--- src/rtl/ps2_keycode_if.sv ---
// Keyboard-line and keycode bus bundle for ps2_keycode.
// slave is the decoder side, master is whoever drives the PS/2 lines and reads the result.
interface ps2_keycode_if;
  logic       PS2_CLK;
  logic       PS2_DATA;
  logic [7:0] keycode;
  logic       key_event;
  logic       frame_err;

  modport master (
    output PS2_CLK,
    output PS2_DATA,
    input  keycode,
    input  key_event,
    input  frame_err
  );

  modport slave (
    input  PS2_CLK,
    input  PS2_DATA,
    output keycode,
    output key_event,
    output frame_err
  );
endinterface

--- src/rtl/ps2_keycode.sv ---
// PS/2 scan-code set 2 receiver: synchronize, deglitch, frame, and translate the held
// key into a HID usage code with one-cycle change and error pulses.
module ps2_keycode #(
  parameter int FILTER_LEN = 4,
  parameter int TIMEOUT    = 50000
) (
  input logic           Clk,
  input logic           Reset,
  ps2_keycode_if.slave  bus
);
  localparam int FW = $clog2(FILTER_LEN + 1);
  localparam int TW = $clog2(TIMEOUT + 1);

  typedef enum logic [1:0] {S_IDLE, S_DATA, S_PARITY, S_STOP} state_t;

  // Returns {mapped, hid}; anything not listed is unmapped.
  function automatic logic [8:0] f_xlate(input logic ext, input logic [7:0] code);
    logic [8:0] r;
    r = 9'h000;
    case ({ext, code})
      9'h01C: r = 9'h104;
      9'h023: r = 9'h107;
      9'h01B: r = 9'h116;
      9'h01D: r = 9'h11A;
      9'h029: r = 9'h12C;
      9'h05A: r = 9'h128;
      9'h076: r = 9'h129;
      9'h175: r = 9'h152;
      9'h172: r = 9'h151;
      9'h16B: r = 9'h150;
      9'h174: r = 9'h14F;
      default: r = 9'h000;
    endcase
    return r;
  endfunction

  logic          r_clk_s1, r_clk_s2, r_dat_s1, r_dat_s2;
  logic [FW-1:0] r_fcnt;
  logic          r_fclk, r_fclk_prev;
  state_t        r_state;
  logic [2:0]    r_bitcnt;
  logic [7:0]    r_shift;
  logic          r_par;
  logic [TW-1:0] r_tcnt;
  logic          r_ext, r_brk;
  logic [7:0]    r_keycode;
  logic          r_key_event, r_frame_err;

  logic          w_fall;
  logic          w_bit;
  logic [8:0]    w_xl;

  assign w_fall = r_fclk_prev & ~r_fclk;
  assign w_bit  = r_dat_s2;
  assign w_xl   = f_xlate(r_ext, r_shift);

  // Synchronizers and clock filter: fclk follows only a level held FILTER_LEN samples.
  always_ff @(posedge Clk) begin
    if (Reset) begin
      r_clk_s1    <= 1'b1;
      r_clk_s2    <= 1'b1;
      r_dat_s1    <= 1'b1;
      r_dat_s2    <= 1'b1;
      r_fcnt      <= '0;
      r_fclk      <= 1'b1;
      r_fclk_prev <= 1'b1;
    end else begin
      r_clk_s1    <= bus.PS2_CLK;
      r_clk_s2    <= r_clk_s1;
      r_dat_s1    <= bus.PS2_DATA;
      r_dat_s2    <= r_dat_s1;
      r_fclk_prev <= r_fclk;
      if (r_clk_s2 == r_fclk) begin
        r_fcnt <= '0;
      end else if (r_fcnt == FW'(FILTER_LEN - 1)) begin
        r_fclk <= r_clk_s2;
        r_fcnt <= '0;
      end else begin
        r_fcnt <= r_fcnt + 1'b1;
      end
    end
  end

  // Frame FSM, inter-edge timeout and prefix-aware byte decoder.
  always_ff @(posedge Clk) begin
    if (Reset) begin
      r_state     <= S_IDLE;
      r_bitcnt    <= '0;
      r_shift     <= '0;
      r_par       <= 1'b0;
      r_tcnt      <= '0;
      r_ext       <= 1'b0;
      r_brk       <= 1'b0;
      r_keycode   <= 8'h00;
      r_key_event <= 1'b0;
      r_frame_err <= 1'b0;
    end else begin
      r_key_event <= 1'b0;
      r_frame_err <= 1'b0;

      if (r_state == S_IDLE || w_fall)
        r_tcnt <= '0;
      else if (r_tcnt != TW'(TIMEOUT))
        r_tcnt <= r_tcnt + 1'b1;

      if (r_state != S_IDLE && r_tcnt == TW'(TIMEOUT)) begin
        r_state     <= S_IDLE;
        r_frame_err <= 1'b1;
        r_ext       <= 1'b0;
        r_brk       <= 1'b0;
      end else begin
        case (r_state)
          S_IDLE: begin
            if (w_fall && !w_bit) begin
              r_bitcnt <= '0;
              r_state  <= S_DATA;
            end
          end
          S_DATA: begin
            if (w_fall) begin
              r_shift  <= {w_bit, r_shift[7:1]};
              r_bitcnt <= r_bitcnt + 1'b1;
              if (r_bitcnt == 3'd7)
                r_state <= S_PARITY;
            end
          end
          S_PARITY: begin
            if (w_fall) begin
              r_par   <= w_bit;
              r_state <= S_STOP;
            end
          end
          S_STOP: begin
            if (w_fall) begin
              r_state <= S_IDLE;
              if (w_bit && (^{r_shift, r_par})) begin
                if (r_shift == 8'hE0) begin
                  r_ext <= 1'b1;
                end else if (r_shift == 8'hF0) begin
                  r_brk <= 1'b1;
                end else begin
                  r_ext <= 1'b0;
                  r_brk <= 1'b0;
                  // Repeat of the held key and release of a non-held key are both silent.
                  if (w_xl[8]) begin
                    if (!r_brk && w_xl[7:0] != r_keycode) begin
                      r_keycode   <= w_xl[7:0];
                      r_key_event <= 1'b1;
                    end else if (r_brk && w_xl[7:0] == r_keycode) begin
                      r_keycode   <= 8'h00;
                      r_key_event <= 1'b1;
                    end
                  end
                end
              end else begin
                r_frame_err <= 1'b1;
                r_ext       <= 1'b0;
                r_brk       <= 1'b0;
              end
            end
          end
          default: r_state <= S_IDLE;
        endcase
      end
    end
  end

  assign bus.keycode   = r_keycode;
  assign bus.key_event = r_key_event;
  assign bus.frame_err = r_frame_err;
endmodule

--- src/flat_wrapper.sv ---
// flat-port wrapper written by rule: the top's interface ports become plain ports
module ps2_keycode_flat 
#(
  parameter int FILTER_LEN = 4,
  parameter int TIMEOUT    = 50000
)
  (Clk, Reset, bus_PS2_CLK, bus_PS2_DATA, bus_keycode, bus_key_event, bus_frame_err);
  ps2_keycode_if bus_i ();
  input logic Clk;
  input logic Reset;
  input wire logic [$bits(bus_i.PS2_CLK)-1:0] bus_PS2_CLK;
  input wire logic [$bits(bus_i.PS2_DATA)-1:0] bus_PS2_DATA;
  output wire logic [$bits(bus_i.keycode)-1:0] bus_keycode;
  output wire logic [$bits(bus_i.key_event)-1:0] bus_key_event;
  output wire logic [$bits(bus_i.frame_err)-1:0] bus_frame_err;
  assign bus_i.PS2_CLK = bus_PS2_CLK;
  assign bus_i.PS2_DATA = bus_PS2_DATA;
  assign bus_keycode = bus_i.keycode;
  assign bus_key_event = bus_i.key_event;
  assign bus_frame_err = bus_i.frame_err;
  ps2_keycode #(.FILTER_LEN(FILTER_LEN), .TIMEOUT(TIMEOUT)) u_core (.Clk(Clk), .Reset(Reset), .bus(bus_i));
endmodule
--- config.mk ---
export PLATFORM = sky130hd
export DESIGN_NAME = ps2_keycode_flat
export DESIGN_NICKNAME = d
export VERILOG_FILES = /design/src/rtl/ps2_keycode_if.sv /design/src/rtl/ps2_keycode.sv /design/src/flat_wrapper.sv
export SDC_FILE = /design/constraint.sdc
export NUM_CORES = 1
export LEC_CHECK = 0
export BUFFER_PORTS_ARGS = -buffer_cell sky130_fd_sc_hd__buf_4
export CAP_MARGIN = 20
export CORE_ASPECT_RATIO = 1.75
export CORE_MARGIN = 1
export CORE_UTILIZATION = 50
export DETAILED_ROUTE_END_ITERATION = 12
export GPL_TIMING_DRIVEN = 0
export PLACE_DENSITY = 0.74
export SLEW_MARGIN = 20
export SYNTH_ARGS = -nofsm -noshare
export SYNTH_HDL_FRONTEND = slang
export SYNTH_SLANG_ARGS = --single-unit
--- constraint.sdc ---
create_clock -name Clk -period 8.4 [get_ports Clk]
set_input_delay 1.26 -clock Clk [delete_from_list [all_inputs] [get_ports Clk]]
set_output_delay 1.26 -clock Clk [all_outputs]
set_load 0.005 [all_outputs]
==> qor.yml <==
finish.utilization_pct: 59.02
floorplan.rows: 35
numClockSinks: 50
min_path_type: "flip-flop to flip-flop"
power.density_cell_area_mw_per_mm2: 159.1
dp_worst_setup_slack_ns: 4.700
post-cts-setup-buffer-count: 0
critical_path.endpoint_type: "flip-flop"
grt_first_pass_wirelength_mm: 10.07
critical_path_peak_fanout: 10
die_y_um: 101.5
cts_tree: "done"
status: "finished clean"
cp.depth: 13
vias: 2322
hold_viol: 0
largest_voltage_drop_on_the_vdd_net_mv: 0.1458
cts_buffers: 5
tns_ns: 0
design.portCount: 14
grt_pass1_vias: 2321
floorplan_core_area_sq_mm: 0.005343
fin_cells: 418
rsz0062_at_grt: "no"
dp.cells: 410
via_per_inst: 5.555
grt_start_max_net_pins: 16
design.final.nets: 358
hold_fix_buffers_cts: 0
antenna_cells: 0
final_design_area_no_fill_sq_mm: 0.003153
antenna_found_initial: 0
largest_cells_by_area_after_synthesis: "sky130_fd_sc_hd__dfxtp_1 (35%), sky130_fd_sc_hd__nor2_1 (6.8%), sky130_fd_sc_hd__mux2i_1 (5.3%)"
postRouteWirelength_mm: 6.030
async_reset_ff_share_pct: 0
internal-power_mw: 0.3862
hold_depth: 1
critPathLaunchType: "flip-flop"
clock_tree.htree_level_count: 2
max_cap_violations: 0
die_area_sq_mm: 0.005972
netlist_area_sq_mm: 0.002828
swShare_pct: 23.02
detail_route.wl_per_cell_um: 14.43
clock_pin_transition_on_the_worst_setup_and_hold_timing_paths_ns: 0.09
netlist_instances: 324
yosysWarningCount: 0
drcViolationCount: 0
buffer_ports.inserted: 12
synthDominantCellAreaShare_pct: 35.40
cts_resized: 0
clockBufferDepth: 2
critical-path-top-delay-family: "simple AND/OR/NAND/NOR gates"
clkPwrFrac_pct: 41.6
dpl-instance-area_sq_mm: 0.003010
synth_nets: 339
cp_slowest_stage_delay_ns: 0.57
synth_edf_count: 0
yosys.area.top_type: "sky130_fd_sc_hd__dfxtp_1"
grt-ovfl-total: 0
gr-usage-met1_pct: 21.46
r2r.worst_path.cells: 13
ys_ff_latch: 50
setup_violations: 0
slew_violations: 0
gp_routability_congestion: 0.8946
global_route.usage.met3_pct: 3.448
drt_pre_antenna_iters: 5
die-width_um: 58.85
achievable-frequency_mhz: 266.0
critical-path-slowest-cell: "sky130_fd_sc_hd__a311oi_4"
route.antenna.remaining_nets: 0
fillers: 503
hpwl_mm: 4.453
period_share_pct: 44.76
synth_cell_types: 55
critical_path_class: "flip-flop to flip-flop"
layout_setup_ws_ns: 4.640
synth-main-ff-cell: "sky130_fd_sc_hd__dfxtp_1"
dr_iter_0_viols: 86
total_power_mw: 0.5017
fraction_of_layout_instances_using_a_drive_strength_above_1_pct: 12.21
post_synth.cell_area_avg_sq_um: 8.728
largest_clock_skew_in_the_final_design_ns: 0.007911
arrival_ns: 3.95
grt_busiest_layer: "met2"
slew_headroom_pct: 59.69
share_seq_of_total_power_pct: 49.0
min_period_ns: 3.760
critical_path.n_buffers_inverters: 1
power_switching_mw: 0.1155
cp_data_required_time_ns: 8.59
effective_utilization_at_floorplan_pct: 52.93
power_leakage_nw: 1.188
hold-worst-slack_ns: 0.4139
grt_overall_usage_pct: 21.96
synth_sequential_area_ratio_pct: 35.40
clk_latency_ns: 0.30
clockRootBuffer: "sky130_fd_sc_hd__clkbuf_8"
combinational_share_of_power_pct: 9.4
area_growth_syn_to_layout_pct: 11.50
grt_util_met2_pct: 42.31
tightest_slew_ns: 0.6028
cells_along_the_critical_path: "clkbuf_1, nor2b_1, a22oi_1, nor4_1, nor3_1, nor4_1, o211ai_1, ha_1, nor2_1, o211ai_1, a311oi_4, mux2i_1, nor2_1"
[cell type report]
class / instances / area [sq um] / share of cell area, %
Clock inverter: 2 / 60.06 / 1.905
Sequential cell: 50 / 1001 / 31.75
Clock buffer: 6 / 82.58 / 2.619
Tap cell: 74 / 92.59 / 2.937
Buffer: 18 / 91.34 / 2.897
Multi-Input combinational cell: 242 / 1683 / 53.37
Inverter: 14 / 52.55 / 1.667
Timing Repair Buffer: 12 / 90.09 / 2.857
[Yosys cell counts (4+ instances only)]
library cell,number
sky130_fd_sc_hd__nand3b_1,5
sky130_fd_sc_hd__o21ai_0,10
sky130_fd_sc_hd__nand3_1,10
sky130_fd_sc_hd__nand4_1,5
sky130_fd_sc_hd__nand2_1,12
sky130_fd_sc_hd__mux2i_1,15
sky130_fd_sc_hd__or2_2,7
sky130_fd_sc_hd__xor2_1,11
sky130_fd_sc_hd__inv_1,14
sky130_fd_sc_hd__xnor2_1,9
sky130_fd_sc_hd__nand2b_1,12
sky130_fd_sc_hd__nor3_1,6
sky130_fd_sc_hd__nor2_1,51
sky130_fd_sc_hd__nor4_1,5
sky130_fd_sc_hd__dfxtp_1,50
sky130_fd_sc_hd__ha_1,11
sky130_fd_sc_hd__buf_2,4
sky130_fd_sc_hd__nor2b_1,6
sky130_fd_sc_hd__o211ai_1,5
sky130_fd_sc_hd__a21oi_1,9
sky130_fd_sc_hd__or3_1,5
sky130_fd_sc_hd__clkbuf_1,11
[power by group through the flow]
stage | sequential [mW] | clock [mW] | combinational [mW]
after floorplan | 0.250 | 0 | 0.0361
final | 0.246 | 0.209 | 0.0473
after detailed placement | 0.251 | 0 | 0.0475
after global placement | 0.251 | 0 | 0.0461
after global routing | 0.246 | 0.222 | 0.0523
after CTS | 0.246 | 0.212 | 0.0477
[worst paths after layout]
kind                          start               endpoint  slack (ns)
setup / recovery  u_core.r_shift[2]  u_core.bus.keycode[5]        4.64
hold / removal      u_core.r_dat_s1        u_core.r_dat_s2        0.41
setup reg to reg  u_core.r_shift[2]  u_core.bus.keycode[5]        4.64
hold reg to reg     u_core.r_dat_s1        u_core.r_dat_s2        0.41
[placed cells by master, fill, tap and decap left out, types with 3 or more instances in the layout]
master,n
sky130_fd_sc_hd__nand2_1,12
sky130_fd_sc_hd__or3_1,5
sky130_fd_sc_hd__nand3_1,10
sky130_fd_sc_hd__nor2b_1,6
sky130_fd_sc_hd__nor4b_1,3
sky130_fd_sc_hd__or2_2,7
sky130_fd_sc_hd__o211ai_1,5
sky130_fd_sc_hd__buf_2,4
sky130_fd_sc_hd__o21ai_0,10
sky130_fd_sc_hd__nor2_1,51
sky130_fd_sc_hd__xnor2_1,9
sky130_fd_sc_hd__nand3b_1,5
sky130_fd_sc_hd__nor4_1,5
sky130_fd_sc_hd__mux2i_1,15
sky130_fd_sc_hd__dfxtp_1,50
sky130_fd_sc_hd__buf_4,13
sky130_fd_sc_hd__inv_1,14
sky130_fd_sc_hd__nor3_1,6
sky130_fd_sc_hd__nor4bb_1,3
sky130_fd_sc_hd__clkbuf_1,11
sky130_fd_sc_hd__a31oi_1,3
sky130_fd_sc_hd__a21oi_1,9
sky130_fd_sc_hd__nand2b_1,12
sky130_fd_sc_hd__ha_1,11
sky130_fd_sc_hd__clkbuf_8,6
sky130_fd_sc_hd__nand4_1,5
sky130_fd_sc_hd__a22oi_1,3
sky130_fd_sc_hd__xor2_1,11
[registers in the layout, summed over array words and instances, names as in the netlist, 2 cells and up]
| signal | flops |
|---|---|
| u_core.bus.keycode | 7 |
| u_core.r_tcnt | 16 |
| u_core.r_shift | 8 |
| u_core.r_bitcnt | 3 |
| u_core.r_fcnt | 3 |
| u_core.r_state | 2 |
[logic make-up (layout without fill, tap and decap cells)]
family          Yosys count  after routing  share of synthesized area, %
fa+ha+maj                11             11                         4.867
buf+inv                  32             52                         5.089
mux                      16             16                         5.840
flops                    50             50                         35.40
compound gates           47             47                         12.92
xor+xnor                 23             23                         8.363
other cells               1              1                        0.1326
simple gates            144            144                         27.39
[layer usage]
metal	share of wire (%)	wire (um)
met5	0	0
met4	2.7	165
met3	2.9	175
met2	56	3364
met1	39	2324
[worst register-to-register path, delay by kind of cell, from the launching register on]
| kind | cells | cell delay (ns) |
|---|---|---|
| buf+inv | 1 | 0.40 |
| compound gates | 4 | 1.01 |
| simple gates | 6 | 1.25 |
| flops | 1 | 0.42 |
| mux | 1 | 0.26 |
| fa+ha+maj | 1 | 0.30 |
(Power assumes the default switching activity.)
